$ cat src/rtl/bcd_serial_adder.sv
// Digit-serial BCD adder/subtractor: one BCD digit per clock, least significant digit first,
// using a single binary-add-plus-6-correction slice, with a start/busy/done handshake.
module bcd_serial_adder #(
    parameter int DIGITS = 4
) (
    input  logic                clk,
    input  logic                rst_n,
    input  logic                start,
    input  logic                mode,
    input  logic [4*DIGITS-1:0] in_a,
    input  logic [4*DIGITS-1:0] in_b,
    input  logic                carry_in,
    output logic                busy,
    output logic                done,
    output logic [4*DIGITS-1:0] sum,
    output logic                carry_out,
    output logic                sum_val
);

    localparam int W  = 4 * DIGITS;
    localparam int IW = (DIGITS > 1) ? $clog2(DIGITS) : 1;
    localparam logic [IW-1:0] LAST_IDX = IW'(DIGITS - 1);

    typedef enum logic [1:0] {IDLE, RUN, DONE} state_t;

    state_t         state;
    logic [W-1:0]   opA;
    logic [W-1:0]   opB;
    logic [W-1:0]   acc;
    logic           opMode;
    logic           carry;
    logic           invalid;
    logic [IW-1:0]  idx;

    logic [3:0]     digA;
    logic [3:0]     digB;
    logic [3:0]     bEff;
    logic [4:0]     rawSum;
    logic           corr;
    logic [3:0]     digOut;
    logic           digBad;
    logic [W-1:0]   nextAcc;

    // Operands shift right one digit per RUN edge, so the active digit is always [3:0].
    always_comb begin
        digA    = opA[3:0];
        digB    = opB[3:0];
        bEff    = opMode ? (4'd9 - digB) : digB;
        rawSum  = {1'b0, digA} + {1'b0, bEff} + {4'b0000, carry};
        corr    = (rawSum > 5'd9);
        digOut  = corr ? (rawSum[3:0] + 4'd6) : rawSum[3:0];
        digBad  = (digA[3] & (digA[2] | digA[1])) | (digB[3] & (digB[2] | digB[1]));
        nextAcc = (acc >> 4) | (W'(digOut) << (W - 4));
    end

    assign busy = (state == RUN);

    always_ff @(posedge clk or negedge rst_n) begin
        if (!rst_n) begin
            state     <= IDLE;
            opA       <= '0;
            opB       <= '0;
            acc       <= '0;
            opMode    <= 1'b0;
            carry     <= 1'b0;
            invalid   <= 1'b0;
            idx       <= '0;
            done      <= 1'b0;
            sum       <= '0;
            carry_out <= 1'b0;
            sum_val   <= 1'b0;
        end else begin
            done <= 1'b0;
            case (state)
                IDLE, DONE: begin
                    if (start) begin
                        opA     <= in_a;
                        opB     <= in_b;
                        opMode  <= mode;
                        carry   <= carry_in;
                        acc     <= '0;
                        idx     <= '0;
                        invalid <= 1'b0;
                        state   <= RUN;
                    end else begin
                        state <= IDLE;
                    end
                end
                RUN: begin
                    opA     <= opA >> 4;
                    opB     <= opB >> 4;
                    acc     <= nextAcc;
                    carry   <= corr;
                    invalid <= invalid | digBad;
                    idx     <= idx + 1'b1;
                    if (idx == LAST_IDX) begin
                        sum       <= nextAcc;
                        carry_out <= corr;
                        sum_val   <= ~(invalid | digBad);
                        done      <= 1'b1;
                        state     <= DONE;
                    end
                end
                default: state <= IDLE;
            endcase
        end
    end

endmodule
$ cat config.mk
export PLATFORM = sky130hd
export DESIGN_NAME = bcd_serial_adder
export DESIGN_NICKNAME = d
export VERILOG_FILES = /design/src/rtl/bcd_serial_adder.sv
export SDC_FILE = /design/constraint.sdc
export NUM_CORES = 1
export LEC_CHECK = 0
export BUFFER_PORTS_ARGS = -buffer_cell sky130_fd_sc_hd__buf_4
export CORE_MARGIN = 10
export CORE_UTILIZATION = 43
export CTS_CLUSTER_SIZE = 12
export DETAILED_ROUTE_END_ITERATION = 8
export GPL_ROUTABILITY_DRIVEN = 0
export GPL_TIMING_DRIVEN = 1
export PLACE_DENSITY = 0.66
export SYNTH_ARGS = -nofsm -noshare
export SYNTH_HDL_FRONTEND = slang
export SYNTH_SLANG_ARGS = --single-unit
$ cat constraint.sdc
create_clock -name clk -period 4.2 [get_ports clk]
set_clock_uncertainty 0.15 [all_clocks]
set_input_delay 0.21 -clock clk [delete_from_list [all_inputs] [get_ports clk]]
set_output_delay 0.21 -clock clk [all_outputs]
set_load 0.02 [all_outputs]
Yosys cells after proc, flatten, opt, wreduce, memory -nomap -nowiden
Index checks and enable logic that the tools add are counted.

Add/subtract/negate cells: 5. $lt $le $gt $ge: 1. Eq/ne operators: 5. Multiplexer cells: 19. Bitwise gates (word level): 8. Reductions and logical operators: 6.

Operators by type and width (number): $pmux W16 S2 (3); $mux W16 (3); $or A12 B16 Y16 (1); $mux W4 (2); $pmux W2 S2 (2); $reduce_and A2 Y1 (3); $add A4 B4 Y5 (1); $add A5 B1 Y5 (1); $gt A5 B4 Y1 const B (1); $mux W1 (5); $add A4 B3 Y4 const B (1); $eq A2 B2 Y1 const B (2); $mux W2 (2); $or A1 B1 Y1 (4); $pmux W1 S2 (2); $sub A4 B4 Y4 const A (1); $add A2 B1 Y2 const B (1); $and A1 B1 Y1 (2); $eq A2 B1 Y1 const B (1); $logic_not A2 Y1 (1); $ne A2 B1 Y1 const B (1); $ne A2 B2 Y1 const B (1); $reduce_bool A2 Y1 (1); $reduce_or A2 Y1 (1); $not A1 Y1 (1).

Bits in registers: 74. Input bits: 37. Output and inout bits: 20. Word-level logic and storage cells: 56.

Depth between registers and ports, before layout
Depth after elaboration: 8. Mapped depth: 11.

Worst setup path after synthesis
OpenSTA, ideal clock, no wires.

Kind: register to register. Start: register opMode. End: register sum[14]. Arrival time: 2.427 ns. Required time: 3.925 ns. Slack: 1.498 ns. Cell stages (with the launch flop): 11. Path buffers: 0. Period minus slack after synthesis: 2.702 ns. Path through: dfrtp_1 > xnor2_1 > fa_1 > inv_1 > fa_1 > xnor2_1 > ha_1 > a22oi_1 > and3_4 > nor2_4 > mux2_4.

Cells in the longest elaborated chain, start to end: 6.

Ends and longest elaborated chain: start, declared (line 30) `logic opMode;`; start signal, assigned (line 79) `opMode <= mode;`; $mux W4 (*) (line 48) `bEff = opMode ? (4'd9 - digB) : digB;`; $add A4 B4 Y5 (*) (line 49) `rawSum = {1'b0, digA} + {1'b0, bEff} + {4'b0000, carry};`; $add A5 B1 Y5 (*) (line 49); $add A4 B3 Y4 / $gt A5 B4 Y1 (equally long branches) (line 51, 50); $mux W4 (*) (line 51) `digOut = corr ? (rawSum[3:0] + 4'd6) : rawSum[3:0];`; $or A12 B16 Y16 (*) (line 53) `nextAcc = (acc >> 4) | (W'(digOut) << (W - 4));`; end signal, assigned (line 97) `sum <= nextAcc;`; end, declared (line 15) `output logic [4*DIGITS-1:0] sum,`.

Every way passes the cells marked *; elsewhere a longest branch is shown, timed or not. A chain may end at the register's enable or synchronous reset.

Worst setup path in the final report
Ends and elaborated chain as after synthesis.

==> flow_summary.ini <==
[yosys]
ys_seq_area_share_pct = 56.7
async_reset_ff_share_pct = 100
ys_seq_elements = 70
synthCells = 325
ys_warn_count = 0
ys_types = 34
synth_edf_count = 0
syn_nets = 371
syn_area_um2 = 3090
syn_area_per_cell_um2 = 9.51
synth_flop_cell = dfrtp_1

[sta]
hold_violations = 0
hold_ws_ns = 0.00668
slew_viol_final = 0
fmax_mhz = 337
setup_viol = 0
timing.final.crit_share_pct = 70.6
tns_ns = 0
slew_headroom_pct = 39.4
max_slew.worst_pin.slew_ns = 0.909
rsz0062_at_grt = false
fin_crit_ns = 2.97

[clock_network]
root_buffer = clkbuf_8
insertion_delay_ns = 0.34
numCtsBuffers = 9
clock-sinks = 70
clockBufferDepth = 2
clk_pin_slew_ns = 0.08
ctsHtreeMaxLevel = 3
cts_tree = built
cts_setup_buffers = 0
cts_resized = 0

[setup_path]
critPathLaunch = opMode
crit_fanout = 6
crit_required_ns = 4.28
startpoint_type = flip-flop
reg2reg_slack_ns = 1.23
worstPathArrival_ns = 3.04
end_kind = flip-flop
r2r-start = opMode
worstSetupPathType = flip-flop to flip-flop

[placement]
place_area_um2 = 3580
dp_hpwl_um = 4620
port_buffers = 56

[floorplanning]
die_area_um2 = 11000
fp.dieW_um = 105
chipHeight_um = 105
num_rows = 30
coreArea_um2 = 6910
ioPinCount = 57
start_util_pct = 44.8

[pwr]
p_leak_nw = 2.02
power.total_mw = 3.75
peakVddDrop_uv = 375
power.density_nw_per_um2 = 912

[global_routing]
gr-max-usage-layer = met2
antenna_found_initial = 0
grt_max_degree = 71
grt_use_met3_pct = 4.36
grt_pass1_vias = 2522
met1_usage_pct = 16.8
grt_use_total_pct = 13.5
grt_first_pass_wirelength_um = 12300
grt_overflow = 0
met2_usage_pct = 21.6

[final_layout]
design_area_um2 = 4110
final_util_pct = 59.5
num-fill-cells = 628
drive_gt1_share_pct = 20.0
antenna_cells = 0
area_growth_pct = 33.0
layout.nets = 456

[route]
routed_wl_um = 7240
post-route-drc-count = 0
vias = 2592
post_drt_wl_per_cell_um = 14.2
dr.pass1.iters = 5
drt-initial-drc-count = 117
ant_nets = 0
vias_per_cell = 5.07

[hold_path]
hp-start = in_b[1]
hp-class = input port to flip-flop

[run_status]
outcome = complete, no violations

[flow_run]
timing.max_cap.violations = 0
cells by family after synthesis:
family | after synthesis | synth area share, %
compound gates | 74 | 15.8
xor+xnor | 2 | 0.567
fa+ha+maj | 9 | 4.13
buf+inv | 29 | 3.68
flops | 70 | 56.7
mux | 2 | 0.809
simple gates | 139 | 18.4
path summary, 6_finish.rpt:
check / end / cells past startpoint
max in group asynchronous: carry / 2
setup reg to reg: sum[14] / 10
setup / recovery: sum[14] / 10
hold / removal: opB[1] / 3
hold reg to reg: sum[1] / 2
min in group asynchronous: opB[15] / 2
layout by cell type, fill, tap and decap left out, types with 8 or more instances in the layout:
| master | instances |
|---|---|
| a21oi_1 | 8 |
| nand2_1 | 96 |
| clkbuf_8 | 9 |
| o21ai_0 | 20 |
| a31oi_1 | 21 |
| dfrtp_1 | 70 |
| a22o_1 | 16 |
| inv_1 | 10 |
| dlygate4sd3_1 | 33 |
| buf_4 | 59 |
| nor2_1 | 30 |
per-stage QoR:
| stage | cells | setup slack, ns |
|---|---|---|
| final | 511 | 1.23 |
| after global routing | 511 | 1.09 |
| after CTS | 511 | 1.26 |
| after detailed placement | 462 | 1.28 |
| after global placement | 462 | 1.39 |
| after floorplan | 325 | 1.50 |
sequential cells by signal (all words and copies together) (netlist names):
register and flops:
done 1, acc 12, opA 16, state 2, sum_val 1, opB 16
opMode 1, invalid 1, carry_out 1, sum 16, carry 1, idx 2
power breakdown:
part / switching, mW / internal [mW] / total (mW)
registers: 0.189 / 0.996 / 1.19
clock network: 0.264 / 0.280 / 0.544
logic: 1.16 / 0.861 / 2.02
total: 1.62 / 2.14 / 3.75
layer usage:
layer	vias to the layer above	wire (um)
met5	-	0
met4	0	87
met3	11	366
met2	69	3510
met1	1240	3270
li1	1272	-
synthesized netlist by cell type, drive strengths merged (2+ instances only):
cell    instances  area [um2]
fa              2        40.0
a22o           16         140
inv            11        41.3
a21oi           8        40.0
o21ai          21         109
xnor2           2        17.5
a31oi          21         131
a31o            2        17.5
a22oi           2        15.0
clkbuf          7        26.3
ha              7        87.6
nand2b          2        12.5
and2            2        12.5
buf            11        46.3
nand2          96         360
nand3           3        15.0
dfrtp          70        1750
nor2           31         124
final cells by class:
cell class	count	area (um2)	share of cell area, %
Tap cell	96	120	2.92
Clock buffer	10	128	3.10
Inverter	11	41.3	1.00
Sequential cell	70	1750	42.6
Multi-Input combinational cell	226	1230	29.9
Clock inverter	6	70.1	1.70
Timing Repair Buffer	92	773	18.8
what timing repair did:
item                                    4_1_cts  5_1_grt
endpoints found under the setup margin        0        0
endpoints found under the hold margin       102        0
hold buffers                                 33        0
worst max-delay path, cell delays in order, from the launching register on:
cell     delay [ns]
dfrtp_1        0.44
xnor2_1        0.22
fa_1           0.21
inv_1          0.05
fa_1           0.39
xnor2_1        0.40
ha_1           0.28
a22oi_1        0.12
and3_4         0.21
nor2_4         0.10
mux2_4         0.30
No activity file was read; power rests on OpenSTA's default activity.
